[src/rtl/axi_pkg.sv]
// Shared constants, FSM state type and width helpers for the AXI4 write master.
package axi_pkg;

    localparam logic [1:0] BURST_INCR  = 2'b01;

    localparam logic [1:0] RESP_OKAY   = 2'b00;
    localparam logic [1:0] RESP_EXOKAY = 2'b01;
    localparam logic [1:0] RESP_SLVERR = 2'b10;
    localparam logic [1:0] RESP_DECERR = 2'b11;

    localparam int DEF_DATA_W = 64;
    localparam int DEF_STRB_W = DEF_DATA_W / 8;
    localparam int DEF_SIZE_MAX = $clog2(DEF_STRB_W);
    localparam int TMO_W = 16;

    typedef enum logic [1:0] {
        IDLE = 2'd0,
        XFER = 2'd1,
        RESP = 2'd2
    } wr_state_e;

    function automatic int strb_width(input int data_w);
        return data_w / 8;
    endfunction

endpackage

[src/rtl/axi_write_master_if.sv]
// LSU request/beat/completion signals plus the AXI4 AW, W and B channels.
interface axi_write_master_if #(
    parameter int ADDR_W = 32,
    parameter int DATA_W = 64,
    parameter int ID_W   = 4,
    parameter int LEN_W  = 8
);
    localparam int STRB_W = DATA_W / 8;

    logic              req_valid;
    logic              req_ready;
    logic [ADDR_W-1:0] req_addr;
    logic [LEN_W-1:0]  req_len;
    logic [2:0]        req_size;

    logic              beat_valid;
    logic              beat_ready;
    logic [DATA_W-1:0] beat_data;
    logic [STRB_W-1:0] beat_strb;

    logic              done;
    logic [1:0]        resp;

    logic              AWVALID;
    logic              AWREADY;
    logic [ADDR_W-1:0] AWADDR;
    logic [ID_W-1:0]   AWID;
    logic [LEN_W-1:0]  AWLEN;
    logic [2:0]        AWSIZE;
    logic [1:0]        AWBURST;

    logic              WVALID;
    logic              WREADY;
    logic [DATA_W-1:0] WDATA;
    logic [STRB_W-1:0] WSTRB;
    logic              WLAST;

    logic              BVALID;
    logic              BREADY;
    logic [1:0]        BRESP;
    logic [ID_W-1:0]   BID;

    modport master (
        input  req_valid, req_addr, req_len, req_size,
        output req_ready,
        input  beat_valid, beat_data, beat_strb,
        output beat_ready,
        output done, resp,
        output AWVALID, AWADDR, AWID, AWLEN, AWSIZE, AWBURST,
        input  AWREADY,
        output WVALID, WDATA, WSTRB, WLAST,
        input  WREADY,
        input  BVALID, BRESP, BID,
        output BREADY
    );

    modport slave (
        output req_valid, req_addr, req_len, req_size,
        input  req_ready,
        output beat_valid, beat_data, beat_strb,
        input  beat_ready,
        input  done, resp,
        input  AWVALID, AWADDR, AWID, AWLEN, AWSIZE, AWBURST,
        output AWREADY,
        input  WVALID, WDATA, WSTRB, WLAST,
        output WREADY,
        output BVALID, BRESP, BID,
        input  BREADY
    );

endinterface

[src/rtl/axi_skid_reg.sv]
// One-entry valid/ready register slice: refills in the same cycle its entry drains.
module axi_skid_reg #(
    parameter int W = 8
) (
    input  logic         clk_i,
    input  logic         rst_i,
    input  logic         flush_i,
    input  logic         in_valid_i,
    output logic         in_ready_o,
    input  logic [W-1:0] in_data_i,
    output logic         out_valid_o,
    input  logic         out_ready_i,
    output logic [W-1:0] out_data_o
);
    logic         valid_q, valid_d;
    logic [W-1:0] data_q, data_d;
    logic         load;

    assign in_ready_o  = !valid_q || out_ready_i;
    assign load        = in_valid_i && in_ready_o;
    assign out_valid_o = valid_q;
    assign out_data_o  = data_q;

    always_comb begin
        valid_d = valid_q;
        data_d  = data_q;
        if (flush_i) begin
            valid_d = 1'b0;
        end else if (load) begin
            valid_d = 1'b1;
            data_d  = in_data_i;
        end else if (out_ready_i) begin
            valid_d = 1'b0;
        end
    end

    always_ff @(posedge clk_i) begin
        if (rst_i) begin
            valid_q <= 1'b0;
            data_q  <= '0;
        end else begin
            valid_q <= valid_d;
            data_q  <= data_d;
        end
    end

endmodule

[src/rtl/axi_write_master.sv]
// Registered AXI4 write master: one request becomes one INCR burst, completion reported via done/resp.
// Define AXI_WR_TIMEOUT_EN to add a 16-bit watchdog that aborts a stalled transaction with SLVERR.
module axi_write_master
    import axi_pkg::*;
#(
    parameter int ADDR_W = 32,
    parameter int DATA_W = 64,
    parameter int ID_W   = 4,
    parameter int LEN_W  = 8,
    parameter int AXI_ID = 0
) (
    input  logic               ACLK,
    input  logic               ARESET,
    axi_write_master_if.master bus
);
    localparam int STRB_W = strb_width(DATA_W);
    localparam int SKID_W = STRB_W + DATA_W + 1;

    wr_state_e         state_q, state_d;
    logic              awvalid_q, awvalid_d;
    logic [ADDR_W-1:0] awaddr_q, awaddr_d;
    logic [LEN_W-1:0]  awlen_q, awlen_d;
    logic [2:0]        awsize_q, awsize_d;
    logic              aw_done_q, aw_done_d;
    logic              wlast_done_q, wlast_done_d;
    logic              last_loaded_q, last_loaded_d;
    logic [LEN_W:0]    cnt_q, cnt_d;
    logic              done_q, done_d;
    logic [1:0]        resp_q, resp_d;

    logic              aw_hs, w_hs, wlast_hs, b_hs, tmo_fire;
    logic              accepting, skid_in_valid, skid_in_ready, beat_hs, wvalid;
    logic [SKID_W-1:0] skid_in, skid_out;
    logic              unused_bid;

    assign aw_hs     = awvalid_q && bus.AWREADY;
    assign w_hs      = wvalid && bus.WREADY;
    assign wlast_hs  = w_hs && skid_out[0];
    assign b_hs      = (state_q == RESP) && bus.BVALID;
    assign unused_bid = ^bus.BID;

    // Stop taking beats once the WLAST beat has entered the slice.
    assign accepting     = (state_q == XFER) && !last_loaded_q;
    assign skid_in_valid = bus.beat_valid && accepting;
    assign bus.beat_ready = accepting && skid_in_ready;
    assign beat_hs       = skid_in_valid && skid_in_ready;
    assign skid_in       = {bus.beat_strb, bus.beat_data, (cnt_q == {1'b0, awlen_q})};

    axi_skid_reg #(.W(SKID_W)) u_w_skid (
        .clk_i      (ACLK),
        .rst_i      (ARESET),
        .flush_i    (tmo_fire),
        .in_valid_i (skid_in_valid),
        .in_ready_o (skid_in_ready),
        .in_data_i  (skid_in),
        .out_valid_o(wvalid),
        .out_ready_i(bus.WREADY),
        .out_data_o (skid_out)
    );

`ifdef AXI_WR_TIMEOUT_EN
    logic [TMO_W-1:0] tmo_q, tmo_d;

    always_comb begin
        tmo_d = tmo_q + TMO_W'(1);
        if (state_q == IDLE || aw_hs || w_hs || b_hs) tmo_d = '0;
    end

    always_ff @(posedge ACLK) begin
        if (ARESET) tmo_q <= '0;
        else        tmo_q <= tmo_d;
    end

    assign tmo_fire = (state_q != IDLE) && (tmo_q == {TMO_W{1'b1}});
`else
    assign tmo_fire = 1'b0;
`endif

    always_ff @(posedge ACLK) begin
        if (ARESET) state_q <= IDLE;
        else        state_q <= state_d;
    end

    // AW and the WLAST beat may finish in either order or in the same cycle.
    always_comb begin
        state_d = state_q;
        unique case (state_q)
            IDLE: if (bus.req_valid) state_d = XFER;
            XFER: begin
                if (tmo_fire) state_d = IDLE;
                else if ((aw_done_q || aw_hs) && (wlast_done_q || wlast_hs)) state_d = RESP;
            end
            RESP: if (tmo_fire || bus.BVALID) state_d = IDLE;
            default: state_d = IDLE;
        endcase
    end

    always_comb begin
        bus.req_ready = (state_q == IDLE);
        bus.BREADY    = (state_q == RESP);
    end

    always_comb begin
        awvalid_d     = awvalid_q;
        awaddr_d      = awaddr_q;
        awlen_d       = awlen_q;
        awsize_d      = awsize_q;
        aw_done_d     = aw_done_q;
        wlast_done_d  = wlast_done_q;
        last_loaded_d = last_loaded_q;
        cnt_d         = cnt_q;
        done_d        = 1'b0;
        resp_d        = resp_q;
        if (state_q == IDLE && bus.req_valid) begin
            awvalid_d     = 1'b1;
            awaddr_d      = bus.req_addr;
            awlen_d       = bus.req_len;
            awsize_d      = bus.req_size;
            aw_done_d     = 1'b0;
            wlast_done_d  = 1'b0;
            last_loaded_d = 1'b0;
            cnt_d         = '0;
        end
        if (aw_hs) begin
            awvalid_d = 1'b0;
            aw_done_d = 1'b1;
        end
        if (wlast_hs) wlast_done_d = 1'b1;
        // Counter is one bit wider than AWLEN so a 256-beat burst cannot wrap early.
        if (beat_hs) begin
            cnt_d = cnt_q + (LEN_W + 1)'(1);
            if (cnt_q == {1'b0, awlen_q}) last_loaded_d = 1'b1;
        end
        if (b_hs) begin
            done_d = 1'b1;
            resp_d = bus.BRESP;
        end
        if (tmo_fire) begin
            done_d    = 1'b1;
            resp_d    = RESP_SLVERR;
            awvalid_d = 1'b0;
        end
    end

    always_ff @(posedge ACLK) begin
        if (ARESET) begin
            awvalid_q     <= 1'b0;
            awaddr_q      <= '0;
            awlen_q       <= '0;
            awsize_q      <= '0;
            aw_done_q     <= 1'b0;
            wlast_done_q  <= 1'b0;
            last_loaded_q <= 1'b0;
            cnt_q         <= '0;
            done_q        <= 1'b0;
            resp_q        <= RESP_OKAY;
        end else begin
            awvalid_q     <= awvalid_d;
            awaddr_q      <= awaddr_d;
            awlen_q       <= awlen_d;
            awsize_q      <= awsize_d;
            aw_done_q     <= aw_done_d;
            wlast_done_q  <= wlast_done_d;
            last_loaded_q <= last_loaded_d;
            cnt_q         <= cnt_d;
            done_q        <= done_d;
            resp_q        <= resp_d;
        end
    end

    assign bus.AWVALID = awvalid_q;
    assign bus.AWADDR  = awaddr_q;
    assign bus.AWID    = ID_W'(AXI_ID);
    assign bus.AWLEN   = awlen_q;
    assign bus.AWSIZE  = awsize_q;
    assign bus.AWBURST = BURST_INCR;
    assign bus.WVALID  = wvalid;
    assign bus.WDATA   = skid_out[DATA_W:1];
    assign bus.WSTRB   = skid_out[SKID_W-1:DATA_W+1];
    assign bus.WLAST   = wvalid && skid_out[0];
    assign bus.done    = done_q;
    assign bus.resp    = resp_q;

endmodule

[src/flat_wrapper.sv]
// flat-port wrapper written by rule: the top's interface ports become plain ports
module axi_write_master_flat import axi_pkg::*;
#(
    parameter int ADDR_W = 32,
    parameter int DATA_W = 64,
    parameter int ID_W   = 4,
    parameter int LEN_W  = 8,
    parameter int AXI_ID = 0
)
  (ACLK, ARESET, bus_req_valid, bus_req_addr, bus_req_len, bus_req_size, bus_req_ready, bus_beat_valid, bus_beat_data, bus_beat_strb, bus_beat_ready, bus_done, bus_resp, bus_AWVALID, bus_AWADDR, bus_AWID, bus_AWLEN, bus_AWSIZE, bus_AWBURST, bus_AWREADY, bus_WVALID, bus_WDATA, bus_WSTRB, bus_WLAST, bus_WREADY, bus_BVALID, bus_BRESP, bus_BID, bus_BREADY);
  axi_write_master_if #(.ADDR_W(ADDR_W), .DATA_W(DATA_W), .ID_W(ID_W), .LEN_W(LEN_W)) bus_i ();
  input  logic ACLK;
  input  logic ARESET;
  input wire logic [$bits(bus_i.req_valid)-1:0] bus_req_valid;
  input wire logic [$bits(bus_i.req_addr)-1:0] bus_req_addr;
  input wire logic [$bits(bus_i.req_len)-1:0] bus_req_len;
  input wire logic [$bits(bus_i.req_size)-1:0] bus_req_size;
  output wire logic [$bits(bus_i.req_ready)-1:0] bus_req_ready;
  input wire logic [$bits(bus_i.beat_valid)-1:0] bus_beat_valid;
  input wire logic [$bits(bus_i.beat_data)-1:0] bus_beat_data;
  input wire logic [$bits(bus_i.beat_strb)-1:0] bus_beat_strb;
  output wire logic [$bits(bus_i.beat_ready)-1:0] bus_beat_ready;
  output wire logic [$bits(bus_i.done)-1:0] bus_done;
  output wire logic [$bits(bus_i.resp)-1:0] bus_resp;
  output wire logic [$bits(bus_i.AWVALID)-1:0] bus_AWVALID;
  output wire logic [$bits(bus_i.AWADDR)-1:0] bus_AWADDR;
  output wire logic [$bits(bus_i.AWID)-1:0] bus_AWID;
  output wire logic [$bits(bus_i.AWLEN)-1:0] bus_AWLEN;
  output wire logic [$bits(bus_i.AWSIZE)-1:0] bus_AWSIZE;
  output wire logic [$bits(bus_i.AWBURST)-1:0] bus_AWBURST;
  input wire logic [$bits(bus_i.AWREADY)-1:0] bus_AWREADY;
  output wire logic [$bits(bus_i.WVALID)-1:0] bus_WVALID;
  output wire logic [$bits(bus_i.WDATA)-1:0] bus_WDATA;
  output wire logic [$bits(bus_i.WSTRB)-1:0] bus_WSTRB;
  output wire logic [$bits(bus_i.WLAST)-1:0] bus_WLAST;
  input wire logic [$bits(bus_i.WREADY)-1:0] bus_WREADY;
  input wire logic [$bits(bus_i.BVALID)-1:0] bus_BVALID;
  input wire logic [$bits(bus_i.BRESP)-1:0] bus_BRESP;
  input wire logic [$bits(bus_i.BID)-1:0] bus_BID;
  output wire logic [$bits(bus_i.BREADY)-1:0] bus_BREADY;
  assign bus_i.req_valid = bus_req_valid;
  assign bus_i.req_addr = bus_req_addr;
  assign bus_i.req_len = bus_req_len;
  assign bus_i.req_size = bus_req_size;
  assign bus_req_ready = bus_i.req_ready;
  assign bus_i.beat_valid = bus_beat_valid;
  assign bus_i.beat_data = bus_beat_data;
  assign bus_i.beat_strb = bus_beat_strb;
  assign bus_beat_ready = bus_i.beat_ready;
  assign bus_done = bus_i.done;
  assign bus_resp = bus_i.resp;
  assign bus_AWVALID = bus_i.AWVALID;
  assign bus_AWADDR = bus_i.AWADDR;
  assign bus_AWID = bus_i.AWID;
  assign bus_AWLEN = bus_i.AWLEN;
  assign bus_AWSIZE = bus_i.AWSIZE;
  assign bus_AWBURST = bus_i.AWBURST;
  assign bus_i.AWREADY = bus_AWREADY;
  assign bus_WVALID = bus_i.WVALID;
  assign bus_WDATA = bus_i.WDATA;
  assign bus_WSTRB = bus_i.WSTRB;
  assign bus_WLAST = bus_i.WLAST;
  assign bus_i.WREADY = bus_WREADY;
  assign bus_i.BVALID = bus_BVALID;
  assign bus_i.BRESP = bus_BRESP;
  assign bus_i.BID = bus_BID;
  assign bus_BREADY = bus_i.BREADY;
  axi_write_master #(.ADDR_W(ADDR_W), .DATA_W(DATA_W), .ID_W(ID_W), .LEN_W(LEN_W), .AXI_ID(AXI_ID)) u_core (.ACLK(ACLK), .ARESET(ARESET), .bus(bus_i));
endmodule
[config.mk]
export PLATFORM = sky130hd
export DESIGN_NAME = axi_write_master_flat
export DESIGN_NICKNAME = d
export VERILOG_FILES = /design/src/rtl/axi_pkg.sv /design/src/rtl/axi_write_master_if.sv /design/src/rtl/axi_skid_reg.sv /design/src/rtl/axi_write_master.sv /design/src/flat_wrapper.sv
export SDC_FILE = /design/constraint.sdc
export NUM_CORES = 1
export LEC_CHECK = 0
export BUFFER_PORTS_ARGS = -buffer_cell sky130_fd_sc_hd__buf_2
export CAP_MARGIN = 20
export CORE_AREA = 5 5 121 123
export CTS_CLUSTER_SIZE = 20
export DETAILED_ROUTE_END_ITERATION = 8
export DIE_AREA = 0 0 126 128
export HOLD_SLACK_MARGIN = 0.06
export MAX_ROUTING_LAYER = met4
export PLACE_DENSITY = 0.8
export SETUP_SLACK_MARGIN = 0.5
export SYNTH_ARGS = -nofsm -noshare
export SYNTH_HDL_FRONTEND = slang
export SYNTH_SLANG_ARGS = --single-unit
[constraint.sdc]
create_clock -name ACLK -period 1.7 [get_ports ACLK]
set_input_delay 0.085 -clock ACLK [delete_from_list [all_inputs] [get_ports ACLK]]
set_output_delay 0.085 -clock ACLK [all_outputs]
set_load 0.02 [all_outputs]
==> qor.txt, run 1 <==
fin util: 71.76%
pin count of the biggest net entering global routing: 66
fill cell count: 852
IO buf count: 247
share of cells above drive strength 1: 44.08%
Flop pwr share: 38.4%
synthesized area: 5459 um^2
clock transition at the registers of the reported paths: 60 ps
Commonest cells post-synth: nand2_1 (243), dfxtp_1 (135), a21oi_1 (124)
RR Endpoint: u_core.bus.AWLEN[6]
CTS root buf: clkbuf_16
synth warn: 0
pwr/cell area: 908.5 nW/um^2
max_cap viols: 0
crit-path max cell delay: 340 ps
arrival time worst endpoint: 1870 ps
Final HPWL DP: 9.841 mm
area added between synthesis and finish: 78.23%
number of flops mapped to enable cells by yosys: 0
ANT nets after route: 0
placed instance area: 6410 um^2
ys async rst share: 0%
DRT iter0 DRCs: 460
CTS tree: yes
initial antenna violation count: 0
Max Root-Sink Buffers: 2
H-tree levels: 4
CP required: 2030 ps
hold_sp: bus_WREADY
Setup violations, final: 0
Setup TNS: 0 ps
Max Clk Rate: 649.7 MHz
Clock power frac: 41.9%
GRT Overall Usage: 24.47%
# IOs: 258
R2R setup slack: 160 ps
status: complete, no violations
cell row count: 43
RSZ-0062 raised after global routing: yes
number of global-route vias before repair: 6,225
drc violations: 0
DRT Wirelength: 22.55 mm
Vert. Die Dim: 128 um
slowest CP cell: dfxtp_2
design area: 9729 um^2
Initial Util: 40.26%
top cell type's share of synthesized area: 49.51%
critical path class: reg2reg
Switching Share: 26.93%
via count: 6,236
fin crit share: 90.54%
most common cell in the netlist: nand2_1
hold endpoint: u_core.u_w_skid.out_valid_o
gate count of the mapped netlist: 695
worst hold-check path type: in2reg
Die X: 126 um
buffer and inverter count on the worst path: 5
Congestion Overflow GR: 0
sequential-to-total area share from yosys stat: 49.51%
die area: 16,130 um^2
Unique masters post-synth: 34
RR Startpoint: u_core.state_q[0]
P_int: 6459 uW
Synth area leaders: dfxtp_1 (50%), nand2_1 (17%), a21oi_1 (11%)
CP startpoint kind: flip-flop
first-pass GRT wire length: 30.79 mm
synthesized flop and latch total: 135
Core ar.: 13,560 um^2
WHS Path Cells: 4
Final Hold Vio Count: 0
Max Slew Vio Count: 0
crit-path max FO: 5
CP top delay family: buffers and inverters
crit-path cells: buf_6 -> nor3b_4 -> buf_4 -> buf_8 -> buf_12 -> buf_16 -> nand2_1 -> a21oi_1
crit end category: flip-flop
Switching Power: 2380 uW
nets: 1,164
P_leak: 0.004516 uW
syn avg cell area: 7.855 um^2
Synth area leader: dfxtp_1
Pre-antenna DRT Iters: 5
Peak VDD IR: 772.4 uV
crit path time final: 1539 ps
GP Congestion: 0.7761
worst reg-to-reg path cell count: 8
clock sinks: 135
Logic pwr share: 19.7%
Skew-Pair Late Insertion Delay: 410 ps
via density per instance: 5.078
cts bufs inserted: 17
top_reg_cell synth: dfxtp_1
Setup Skew: 8.710 ps
routed wire length per instance: 18.36 um
antenna cell count: 0
[power by group through the flow]
stage               combinational (uW)  clock, uW  sequential (uW)
CTS                               1430       3730             3390
finish                            1740       3700             3400
global route                      1830       3890             3410
floorplan                          573          0             3530
global placement                   935          0             3450
detailed placement                 943          0             3450
[placed cells by master, fill, tap and decap left out, types with 4 or more instances in the layout]
cell type	synthesis	routed
a21oi_1	124	80
buf_4	78	19
conb_1	2	6
a21oi_2	0	44
nand2_2	0	5
buf_16	0	11
buf_8	0	4
dlygate4sd3_1	0	120
dfxtp_1	135	129
nor2_1	14	13
nand3_1	7	5
clkinv_2	0	6
buf_12	0	14
buf_2	7	243
nand2_4	0	40
buf_6	0	19
xor2_1	8	8
clkbuf_16	0	24
nand2_1	243	198
[metal layers]
metal | vias to the layer above | share of wire (%) | track usage (%)
li1 | 2863 | - | -
met1 | 2907 | 36 | 24.56
met2 | 362 | 53 | 44.16
met3 | 104 | 6.7 | 6.417
met4 | 0 | 4.6 | 11.86
met5 | - | 0 | -
[cells by family after synthesis]
kind of cell,share of synthesized area (%)
AND/OR/NAND/NOR,21.31
AO/OA/AOI/OAI,12.97
flip-flops,49.51
buffers and inverters,13.98
XOR/XNOR,1.284
multiplexers,0.5730
other,0.1376
adder cells (fa/ha/maj),0.2292
[worst max path at each step]
stage | from | end | slack [ps] | depth (start not counted)
final | u_core.state_q[0] | u_core.bus.AWLEN[6] | 160 | 8
after global routing | u_core.state_q[0] | u_core.bus.AWLEN[6] | 90 | 8
after CTS | u_core.last_loaded_q | u_core.cnt_q[5] | 230 | 4
after detailed placement | u_core.state_q[1] | u_core.u_w_skid.out_data_o[45] | 70 | 5
after global placement | u_core.state_q[1] | u_core.cnt_q[3] | 90 | 5
after floorplan | u_core.u_w_skid.out_valid_o | u_core.cnt_q[5] | 190 | 5
[sequential cells by signal (all words and copies together), names as in the netlist, 2 cells and up]
register / flops
u_core.u_w_skid.out_data_o: 73
u_core.cnt_q: 9
u_core.bus.AWSIZE: 3
u_core.bus.AWLEN: 8
u_core.state_q: 2
u_core.bus.AWADDR: 32
u_core.bus.resp: 2
[layout make-up]
cell class              count  area [um^2]  share of cell area [%]
clock buffers              19        432.9                   4.450
inverters                   3        11.26                  0.1157
well taps                 180        225.2                   2.315
repair buffers            437         3592                   36.92
clock inverters            13        155.1                   1.595
flip-flops and latches    135         2718                   27.93
multi-input cells         441         2595                   26.67
[per-stage QoR]
step                cells  total power (uW)  setup slack, ps  hold slack, ps
floorplan             699              4100            187.7           221.0
global placement     1022              4381            90.16           324.5
detailed placement   1022              4397            69.42           331.3
CTS                  1203              8541            234.5          -10.36
global route         1228              9139            87.90           88.92
finish               1228              8839            160.8           66.42
[worst register-to-register path, stage by stage, from the launching register on]
cell     delay [ps]
dfxtp_2         340
buf_6           130
nor3b_4         220
buf_4           150
buf_8           120
buf_12          110
buf_16          130
nand2_1          90
a21oi_1         170
[what timing repair did]
action | in CTS | in global routing
hold buffers | 119 | 1
buffers inserted | 20 | 13
pin swaps | 17 | 76
endpoints found under the hold margin | 123 | 1
resized for setup | 63 | 137
setup endpoints to repair | 134 | 137
gates cloned | 10 | 11
Note: power is estimated with default switching activity, not from simulation.
==> run 2: changes to the inputs <==
--- a/config.mk
+++ b/config.mk
@@ -14,7 +14,6 @@
 export HOLD_SLACK_MARGIN = 0.06
 export MAX_ROUTING_LAYER = met4
 export PLACE_DENSITY = 0.8
-export SETUP_SLACK_MARGIN = 0.5
 export SYNTH_ARGS = -nofsm -noshare
 export SYNTH_HDL_FRONTEND = slang
 export SYNTH_SLANG_ARGS = --single-unit
==> qor.txt, run 2 (synthesized netlist as in run 1, its figures left out) <==
cts bufs inserted: 17
via density per instance: 4.783
Skew-Pair Late Insertion Delay: 410 ps
fin crit share: 95.39%
most common cell after layout, fill and taps aside: buf_2
drc violations: 0
fin util: 60.12%
DRT met1 WL: 6.494 mm
hold_sp: ARESET
worst hold slack: 100.2 ps
pwr/cell area: 989.1 nW/um^2
crit-path max FO: 66
P_leak: 0.003727 uW
register area: 2704 um^2
crit-path max cell delay: 310 ps
worst hold-check path type: in2reg
Final Hold Vio Count: 0
CP top delay family: simple AND/OR/NAND/NOR gates
nets: 1,111
Highest Signal Layer: met4
# IOs: 258
Max Clk Rate: 616.7 MHz
status: complete, no violations
max_cap viols: 0
Setup Skew: 6.410 ps
R2R setup slack: 80 ps
arrival time worst endpoint: 1950 ps
met3 WL: 1.270 mm
antenna cell count: 0
Pre-antenna DRT Iters: 5
CP startpoint kind: flip-flop
CP required: 2030 ps
H-tree levels: 4
Final HPWL DP: 9.458 mm
multi-input logic area: 2032 um^2
Vert. Die Dim: 128 um
Peak VDD IR: 863.7 uV
Initial Util: 40.26%
first-pass GRT wire length: 27.11 mm
GRT Overall Usage: 21.36%
Critical Path Start: u_core.u_w_skid.out_valid_o
routed wire length per instance: 14.66 um
Core ar.: 13,560 um^2
DRT iter0 DRCs: 259
RSZ-0062 raised after global routing: yes
Congestion Overflow GR: 0
crit end category: flip-flop
Power, Total: 8063 uW
DRT Wirelength: 17.22 mm
clock transition at the registers of the reported paths: 50 ps
Max Root-Sink Buffers: 2
Setup violations, final: 0
initial antenna violation count: 0
RR Startpoint: u_core.u_w_skid.out_valid_o
die area: 16,130 um^2
area added between synthesis and finish: 49.32%
max FFs per register: 73
cell row count: 43
CTS root buf: clkbuf_16
critical path class: reg2reg
number of global-route vias before repair: 5,614
clock sinks: 135
commonest cells after routing, fill and taps aside: buf_2 (246), nand2_1 (242), dfxtp_1 (134)
ANT nets after route: 0
Max Slew Vio Count: 0
fill cell count: 1,077
Post-CTS Setup Bufs: 0
share of cells above drive strength 1: 29.85%
crit-path cells: nor2b_2 -> buf_4 -> nor3_2 -> buf_12 -> nand2_1 -> a21oi_1
crit path time final: 1622 ps
via count: 5,620
buffer and inverter count on the worst path: 2
GP Congestion: 0.7852
IO buf count: 247
CTS tree: yes
pin count of the biggest net entering global routing: 103
detailed route wirelength on metal2: 8.947 mm
slowest CP cell: dfxtp_2
Die X: 126 um
[run 2: cell types whose count changed in the layout (fill, tap and decap cells not counted), moves of 10 or more]
cell	delta
buf_16	-11
a21oi_1	+44
nand2_4	-40
buf_6	-18
buf_12	-10
nand2_1	+44
a21oi_2	-44
[run 2: area by class of cell]
class                           instances  area share, %
Inverter                                3         0.1381
Timing Repair Buffer                  384          32.19
Clock inverter                          3         0.7982
Tap cell                              180          2.763
Sequential cell                       135          33.17
Multi-Input combinational cell        441          24.93
Clock buffer                           29          6.017
[run 2: path summary, 6_finish.rpt]
check,endpoint,cells past startpoint
worst min register to register,u_core.u_w_skid.out_data_o[36],2
worst max-delay path,u_core.u_w_skid.out_data_o[62],6
worst min-delay path,u_core.wlast_done_q,2
worst max register to register,u_core.u_w_skid.out_data_o[62],6
[run 2: per-layer routing]
| metal | vias to the layer above | global-route usage (%) |
|---|---|---|
| li1 | 2737 | - |
| met1 | 2553 | 22.25 |
| met2 | 276 | 37.15 |
| met3 | 54 | 6.792 |
| met4 | 0 | 9.401 |
| met5 | - | - |
[run 2: worst reg2reg max path, stage by stage, from the launching register on]
cell and delay (ps):
dfxtp_2 310, nor2b_2 150, buf_4 140, nor3_2 300, buf_12 310, nand2_1 170
a21oi_1 170
[run 2: power by group]
group / switching [uW] / internal, uW
registers: 79.7 / 3310
logic: 652 / 533
clock network: 1250 / 2240
[run 2: metrics by stage]
step	setup TNS [ps]	cells	cell area (um^2)	setup slack (ps)
3_5_place_dp	-6.529	1022	6372	-6.529
2_1_floorplan	0	699	5478	4.661
5_1_grt	-34.84	1175	8152	-24.77
4_1_cts	0	1175	8143	28.22
3_3_place_gp	0	1022	6372	12.02
6_report	0	1175	8152	78.36
[run 2: repair_timing]
| action | CTS | global route |
|---|---|---|
| hold endpoints to repair | 122 | 0 |
| hold buffers | 121 | 0 |
| cloned | 0 | 0 |
| resized for setup | 1 | 3 |
| setup endpoints to repair | 1 | 3 |
